`src/rtl/dc_pid_pkg.sv`:
```
// Shared constants for the PID duty-cycle sequencer: state codes, selector codes,
// coefficient addresses and the ALU control bundle. No logic, no latency, no flow control.
package dc_pid_pkg;
    localparam int MULT_ITERS = 14;
    localparam int EEP_AW     = 2;

    localparam logic [EEP_AW-1:0] COEF_P = 2'b00;
    localparam logic [EEP_AW-1:0] COEF_I = 2'b01;
    localparam logic [EEP_AW-1:0] COEF_D = 2'b10;

    localparam logic [3:0] ST_IDLE   = 4'd0;
    localparam logic [3:0] ST_XSET   = 4'd1;
    localparam logic [3:0] ST_ERR    = 4'd2;
    localparam logic [3:0] ST_SUM    = 4'd3;
    localparam logic [3:0] ST_DIF    = 4'd4;
    localparam logic [3:0] ST_PREV   = 4'd5;
    localparam logic [3:0] ST_MULT_D = 4'd6;
    localparam logic [3:0] ST_MULT_I = 4'd7;
    localparam logic [3:0] ST_MACC_I = 4'd8;
    localparam logic [3:0] ST_MULT_P = 4'd9;
    localparam logic [3:0] ST_MACC_P = 4'd10;
    localparam logic [3:0] ST_DUTY   = 4'd11;
    localparam logic [3:0] ST_DONE   = 4'd12;

    localparam logic [1:0] B_INIT  = 2'd0;
    localparam logic [1:0] B_ITER  = 2'd1;
    localparam logic [1:0] B_STORE = 2'd2;

    localparam logic [2:0] ASEL_CFGDATA  = 3'd0;
    localparam logic [2:0] ASEL_XMEAS    = 3'd1;
    localparam logic [2:0] ASEL_ERR      = 3'd2;
    localparam logic [2:0] ASEL_SUMERRA  = 3'd3;
    localparam logic [2:0] ASEL_DIFERR   = 3'd4;
    localparam logic [2:0] ASEL_PROD2815 = 3'd5;
    localparam logic [2:0] ASEL_DUTY     = 3'd6;
    localparam logic [2:0] ASEL_ZEROA    = 3'd7;

    localparam logic [2:0] BSEL_XSET     = 3'd0;
    localparam logic [2:0] BSEL_SUMERRB  = 3'd1;
    localparam logic [2:0] BSEL_PREVERR  = 3'd2;
    localparam logic [2:0] BSEL_ZEROB    = 3'd3;
    localparam logic [2:0] BSEL_PID      = 3'd4;
    localparam logic [2:0] BSEL_PROD2512 = 3'd5;
    localparam logic [2:0] BSEL_RSVD     = 3'd6;
    localparam logic [2:0] BSEL_EEPDATA  = 3'd7;

    typedef struct packed {
        logic [2:0] asel;
        logic [2:0] bsel;
        logic       subtract;
        logic       multsat;
        logic       init_prod;
    } alu_ctl_t;
endpackage

```
`src/rtl/dc_booth_seq.sv`:
```
// Booth multiply sub-sequencer: MINIT, MULT_ITERS x MITER, MSTORE while start is held.
// Latency MULT_ITERS+2 cycles to mult_done; dropping start returns it to MINIT next cycle.
module dc_booth_seq
    import dc_pid_pkg::*;
(
    input  logic       clk,
    input  logic       rst_n,
    input  logic       start,
    input  logic [2:0] src_sel,
    input  logic [1:0] c_prod,
    output alu_ctl_t   ctl,
    output logic       mult_done
);
    logic [1:0] bstate;
    logic [1:0] bstate_nxt;
    logic [3:0] cnt;
    logic       last_iter;

    assign last_iter = (cnt == 4'(MULT_ITERS - 1));

    always_ff @(posedge clk or negedge rst_n) begin
        if (!rst_n) begin
            bstate <= B_INIT;
            cnt    <= '0;
        end else begin
            bstate <= start ? bstate_nxt : B_INIT;
            if (start && bstate == B_INIT)
                cnt <= '0;
            else if (start && bstate == B_ITER)
                cnt <= cnt + 4'd1;
        end
    end

    always_comb begin
        ctl        = '{asel: ASEL_ZEROA, bsel: BSEL_ZEROB, subtract: 1'b0, multsat: 1'b0, init_prod: 1'b0};
        mult_done  = 1'b0;
        bstate_nxt = bstate;
        if (start) begin
            case (bstate)
                B_INIT: begin
                    ctl.asel      = src_sel;
                    ctl.init_prod = 1'b1;
                    bstate_nxt    = B_ITER;
                end
                B_ITER: begin
                    ctl.asel = ASEL_PROD2815;
                    // radix-2 Booth: 01 adds the gain, 10 subtracts it, 00/11 only shift
                    case (c_prod)
                        2'b01:   ctl.bsel = BSEL_EEPDATA;
                        2'b10: begin
                            ctl.bsel     = BSEL_EEPDATA;
                            ctl.subtract = 1'b1;
                        end
                        default: ctl.bsel = BSEL_ZEROB;
                    endcase
                    if (last_iter)
                        bstate_nxt = B_STORE;
                end
                B_STORE: begin
                    ctl.bsel    = BSEL_PROD2512;
                    ctl.multsat = 1'b1;
                    mult_done   = 1'b1;
                    bstate_nxt  = B_INIT;
                end
                default: bstate_nxt = B_INIT;
            endcase
        end
    end
endmodule

```
`src/rtl/dc_pid_seq.sv`:
```
// PID duty-cycle control sequencer; fixed 56-cycle update from go to done, xset load in 1 cycle.
// No backpressure: go/cfg_wr only sampled when idle. Define DC_PID_SEQ_ABORT_EN to add the abort input.
module dc_pid_seq
    import dc_pid_pkg::*;
(
    input  logic              clk,
    input  logic              rst_n,
    input  logic              go,
    input  logic              cfg_wr,
`ifdef DC_PID_SEQ_ABORT_EN
    input  logic              abort,
`endif
    input  logic [1:0]        c_prod,
    output logic [EEP_AW-1:0] eep_addr,
    output logic [2:0]        c_asel,
    output logic [2:0]        c_bsel,
    output logic              c_err,
    output logic              c_duty,
    output logic              c_sumerr,
    output logic              c_diferr,
    output logic              c_xset,
    output logic              c_preverr,
    output logic              c_pid,
    output logic              c_init_prod,
    output logic              c_subtract,
    output logic              c_multsat,
    output logic              c_clr_duty,
    output logic              busy,
    output logic              done
);
    logic [3:0] state;
    logic [3:0] state_nxt;
    logic       init_flag;
    logic       kill;
    logic       booth_start;
    logic [2:0] src_sel;
    alu_ctl_t   bctl;
    logic       mult_done;

`ifdef DC_PID_SEQ_ABORT_EN
    assign kill = abort && (state != ST_IDLE);
`else
    assign kill = 1'b0;
`endif

    always_ff @(posedge clk or negedge rst_n) begin
        if (!rst_n) begin
            state     <= ST_IDLE;
            init_flag <= 1'b1;
        end else begin
            state     <= state_nxt;
            init_flag <= 1'b0;
        end
    end

    assign busy       = (state != ST_IDLE);
    assign c_clr_duty = init_flag;

    assign booth_start = !kill && (state == ST_MULT_D || state == ST_MULT_I || state == ST_MULT_P);
    assign src_sel     = (state == ST_MULT_D) ? ASEL_DIFERR :
                         (state == ST_MULT_I) ? ASEL_SUMERRA : ASEL_ERR;

    dc_booth_seq u_booth (
        .clk       (clk),
        .rst_n     (rst_n),
        .start     (booth_start),
        .src_sel   (src_sel),
        .c_prod    (c_prod),
        .ctl       (bctl),
        .mult_done (mult_done)
    );

    always_comb begin
        state_nxt   = state;
        c_asel      = ASEL_ZEROA;
        c_bsel      = BSEL_ZEROB;
        c_err       = 1'b0;
        c_duty      = 1'b0;
        c_sumerr    = 1'b0;
        c_diferr    = 1'b0;
        c_xset      = 1'b0;
        c_preverr   = 1'b0;
        c_pid       = 1'b0;
        c_init_prod = 1'b0;
        c_subtract  = 1'b0;
        c_multsat   = 1'b0;
        eep_addr    = COEF_P;
        done        = 1'b0;
        if (kill) begin
            state_nxt = ST_IDLE;
        end else begin
            case (state)
                ST_IDLE: begin
                    if (cfg_wr)  state_nxt = ST_XSET;
                    else if (go) state_nxt = ST_ERR;
                end
                ST_XSET: begin
                    c_asel = ASEL_CFGDATA;
                    c_xset = 1'b1;
                    // a go held alongside cfg_wr starts the update straight after the load
                    state_nxt = go ? ST_ERR : ST_IDLE;
                end
                ST_ERR: begin
                    c_asel = ASEL_XMEAS; c_bsel = BSEL_XSET; c_subtract = 1'b1; c_err = 1'b1;
                    state_nxt = ST_SUM;
                end
                ST_SUM: begin
                    c_asel = ASEL_ERR; c_bsel = BSEL_SUMERRB; c_sumerr = 1'b1;
                    state_nxt = ST_DIF;
                end
                ST_DIF: begin
                    c_asel = ASEL_ERR; c_bsel = BSEL_PREVERR; c_subtract = 1'b1; c_diferr = 1'b1;
                    state_nxt = ST_PREV;
                end
                ST_PREV: begin
                    c_asel = ASEL_ERR; c_preverr = 1'b1;
                    state_nxt = ST_MULT_D;
                end
                ST_MULT_D, ST_MULT_I, ST_MULT_P: begin
                    c_asel      = bctl.asel;
                    c_bsel      = bctl.bsel;
                    c_subtract  = bctl.subtract;
                    c_multsat   = bctl.multsat;
                    c_init_prod = bctl.init_prod;
                    if (state == ST_MULT_D) begin
                        eep_addr = COEF_D;
                        c_pid    = mult_done;
                        if (mult_done) state_nxt = ST_MULT_I;
                    end else if (state == ST_MULT_I) begin
                        eep_addr = COEF_I;
                        c_diferr = mult_done;   // diferr is dead after the D product
                        if (mult_done) state_nxt = ST_MACC_I;
                    end else begin
                        c_diferr = mult_done;
                        if (mult_done) state_nxt = ST_MACC_P;
                    end
                end
                ST_MACC_I, ST_MACC_P: begin
                    c_asel = ASEL_DIFERR; c_bsel = BSEL_PID; c_pid = 1'b1;
                    state_nxt = (state == ST_MACC_I) ? ST_MULT_P : ST_DUTY;
                end
                ST_DUTY: begin
                    c_asel = ASEL_DUTY; c_bsel = BSEL_PID; c_duty = 1'b1;
                    state_nxt = ST_DONE;
                end
                ST_DONE: begin
                    done      = 1'b1;
                    state_nxt = ST_IDLE;
                end
                default: state_nxt = ST_IDLE;
            endcase
        end
    end
endmodule

```
`config.mk`:
```
export PLATFORM = sky130hd
export DESIGN_NAME = dc_pid_seq
export DESIGN_NICKNAME = d
export VERILOG_FILES = /design/src/rtl/dc_pid_pkg.sv /design/src/rtl/dc_booth_seq.sv /design/src/rtl/dc_pid_seq.sv
export SDC_FILE = /design/constraint.sdc
export NUM_CORES = 1
export LEC_CHECK = 0
export CAP_MARGIN = 20
export CELL_PAD_IN_SITES_DETAIL_PLACEMENT = 1
export CELL_PAD_IN_SITES_GLOBAL_PLACEMENT = 1
export CORE_MARGIN = 5
export CORE_UTILIZATION = 39
export CTS_BUF_LIST = sky130_fd_sc_hd__clkbuf_2 sky130_fd_sc_hd__clkbuf_4 sky130_fd_sc_hd__clkbuf_8
export CTS_CLUSTER_DIAMETER = 150
export CTS_CLUSTER_SIZE = 40
export DETAILED_ROUTE_END_ITERATION = 7
export GPL_ROUTABILITY_DRIVEN = 0
export PLACE_DENSITY = 0.95
export SLEW_MARGIN = 10
export SYNTH_ARGS = -nofsm -noshare
export SYNTH_HDL_FRONTEND = slang
export SYNTH_HIERARCHICAL = 1
export SYNTH_SLANG_ARGS = --single-unit
```
`constraint.sdc`:
```
create_clock -name clk -period 3.2 [get_ports clk]
set_input_delay 0.64 -clock clk [delete_from_list [all_inputs] [get_ports clk]]
set_output_delay 0.64 -clock clk [all_outputs]
set_load 0.01 [all_outputs]
```
==> impl_metrics.ini <==
[clock_tree]
clock_path_buffers = 2
htreeDepth = 1
insertion_delay_ns = 0.27
cts_tree = built
clock-sinks = 11
numCtsBuffers = 3
cts_root_buffer = clkbuf_4
clkTransAtPathRegs_ns = 0.09
cts_hold_buf = 0

[route]
drt-wirelength-per-cell_um = 17.8
drtIter0Drc = 20
drc_errors = 0
postRouteAntennaNets = 0
wirelength_um = 3540
vias = 1133
drt-vias-per-instance = 5.69
dr.pass1.iters = 4

[grt]
grt_antenna_before_repair = 0
track_usage_pct = 18.9
grt_use_met1_pct = 23.4
busiest_layer = met2
grt_pass1_vias = 1273
grt_max_degree = 20
use_met2_pct = 33.8
grtUsageMet3_pct = 1.26
overflow = 0
grt_pass1_wl_um = 6070

[power]
power_leakage_nw = 0.706
ir_drop_mv = 0.160
p_per_area_mw_per_mm2 = 187

[synthesis]
async_flop_share_pct = 100
synth_top_area_share_pct = 23.4
synth_compound_area_share_pct = 23.1
synth_top_family_by_area = simple AND/OR/NAND/NOR gates
synth.area.top_cells = dfrtp_1 23%, ha_1 8.2%, o21ai_0 6.1%, nand2_1 5.6%, inv_1 4.2%
synth_area_leader_cell = dfrtp_1
seq_area_frac_synth_pct = 25.9
synth_ff_type = dfrtp_1
synth_edf_count = 0
synth_adder_area_share_pct = 8.21
syn_area_per_cell_um2 = 7.62
synth-seq-cells = 11
synthSimpleGateAreaFrac_pct = 26.7
synth_nets = 153
synth_cells = 140
syn_area_mm2 = 0.00107
ys_types = 45
synth-xor-area-share_pct = 1.64
yosys_warnings = 6
yosys-mux-area-fraction_pct = 3.28

[layout]
drive_gt1_share_pct = 17.9
final_core_util_pct = 53.0
instances_no_fill = 199
syn_to_final_growth_pct = 33.4
diodes = 0
layout.nets = 182

[setup_path]
path_cells = and2b_2, a22oi_2, inv_2, buf_4, and3_2, a31oi_1, o21ai_1, clkdlybuf4s50_1
cp-start-kind = register
max_stage_delay_ns = 0.49
cp.arrival_ns = 2.47
worstRegToRegCells = 6
cp_top_family = buffers and inverters
crit_slowest_cell = clkdlybuf4s50_1
required_ns = 2.56
worstSetupPathType = register to output port
crit_buf_inv = 3
critical_path.max_fanout = 7
cp.depth = 8
endpoint_kind = output port

[timing]
hold_violations = 0
period_share_pct = 97.1
worst_pin_slew_ns = 0.510
rsz0062_at_grt = no
fin_ws_ns = 0.0943
final-setup-viol-count = 0
slew_viol_final = 0
fmax_mhz = 322
fin_setup_tns_ns = 0
min_period_ns = 3.11
fin_skew_ns = 0.00595
slew_headroom_pct = 65.9

[die]
die-area_mm2 = 0.00388
num_rows = 19
fp.coreArea_mm2 = 0.00269
die_w_um = 62.3
ios = 27
start_util_pct = 39.7
die_h_um = 62.3

[outcome]
status = finished clean

[min_path]
hold_depth = 2
hp-class = register to register

[run]
max_cap_violations = 0

[place]
portBuffers = 26
dp_slack_ns = 0.0652
dp_hpwl_um = 2430
dp.cells = 192
[layout make-up]
cell class                 count  area [um2]
clock buffer                   3        22.5
clock inverter                 1        5.00
fill                         347        1260
inverter                      12        45.0
multi-input combinational    106         694
sequential                    11         278
tap                           31        38.8
timing repair buffer          35         340
[cell families after synthesis]
| logic type | after synthesis |
|---|---|
| AO/OA/AOI/OAI | 37 |
| XOR/XNOR | 2 |
| other | 2 |
| buffers and inverters | 23 |
| multiplexers | 3 |
| adder cells (fa/ha/maj) | 7 |
| AND/OR/NAND/NOR | 55 |
| flip-flops | 11 |
[path summary, 6_finish.rpt]
path | start | to | slack [ns]
max in group asynchronous | rst_n | state[2] | 2.13
min | u_booth/cnt[3] | u_booth/cnt[3] | 0.58
min in group asynchronous | rst_n | u_booth/bstate[0] | 0.70
min reg2reg | u_booth/cnt[3] | u_booth/cnt[3] | 0.58
max reg2reg | state[2] | state[0] | 1.20
max | state[2] | c_subtract | 0.09
[cell usage in the layout, fill, tap and decap left out, drive strengths merged, types with 2 or more instances in the layout]
cell and n:
clkdlybuf4s50 21, nand2 17, o21ai 13, inv 12, nor2 11, dfrtp 10, buf 9, a21oi 8
nand3 7, ha 7, dlymetal6s2s 5, nor2b 5, nor3 3, clkbuf 3, or3 3, a31oi 2
and2b 2, o221ai 2, mux2i 2, conb 2, o31ai 2, nand2b 2, and3 2
[registers in the layout, indices dropped and copies added, names as in the netlist]
name            count
state               4
u_booth/cnt         4
u_booth/bstate      2
c_clr_duty          1
[through the flow]
stage          area, um2  power, mW  hold WS [ns]
2_1_floorplan       1070      0.152         0.344
3_3_place_gp        1350      0.168         0.533
3_5_place_dp        1350      0.168         0.559
4_1_cts             1380      0.266         0.579
5_1_grt             1420      0.278         0.609
6_report            1420      0.267         0.577
[synthesized netlist by cell type (2+ instances only)]
library cell	count
a21oi_1	8
a31oi_1	2
buf_2	2
buf_4	2
buf_6	2
clkbuf_1	5
conb_1	2
dfrtp_1	10
ha_1	7
inv_1	12
mux2i_1	2
nand2_1	16
nand3_1	7
nor2_1	10
nor2b_1	5
nor3_1	3
o21ai_0	13
o221ai_1	2
o31ai_1	2
or3_1	3
[power by group]
| group | internal (mW) | switching, mW | total, mW |
|---|---|---|---|
| sequential | 0.140 | 0.000169 | 0.140 |
| clock | 0.0462 | 0.0549 | 0.101 |
| combinational | 0.0139 | 0.0116 | 0.0255 |
| total | 0.200 | 0.0667 | 0.267 |
[tightest hold or removal path, delay by kind of cell (launching register included)]
kind               cells  cell delay, ns
DFF                    1            0.40
AOI/OAI and AO/OA      2            0.14
[routing by layer]
metal	wire length [um]	up-vias
li1	-	535
met1	1560	573
met2	1870	17
met3	40	8
met4	68	0
met5	0	-
[repair_timing]
| action | CTS | global route |
|---|---|---|
| setup endpoints to repair | 5 | 6 |
| setup buffers | 0 | 3 |
| gates resized for setup | 5 | 11 |
(Power assumes the default switching activity.)
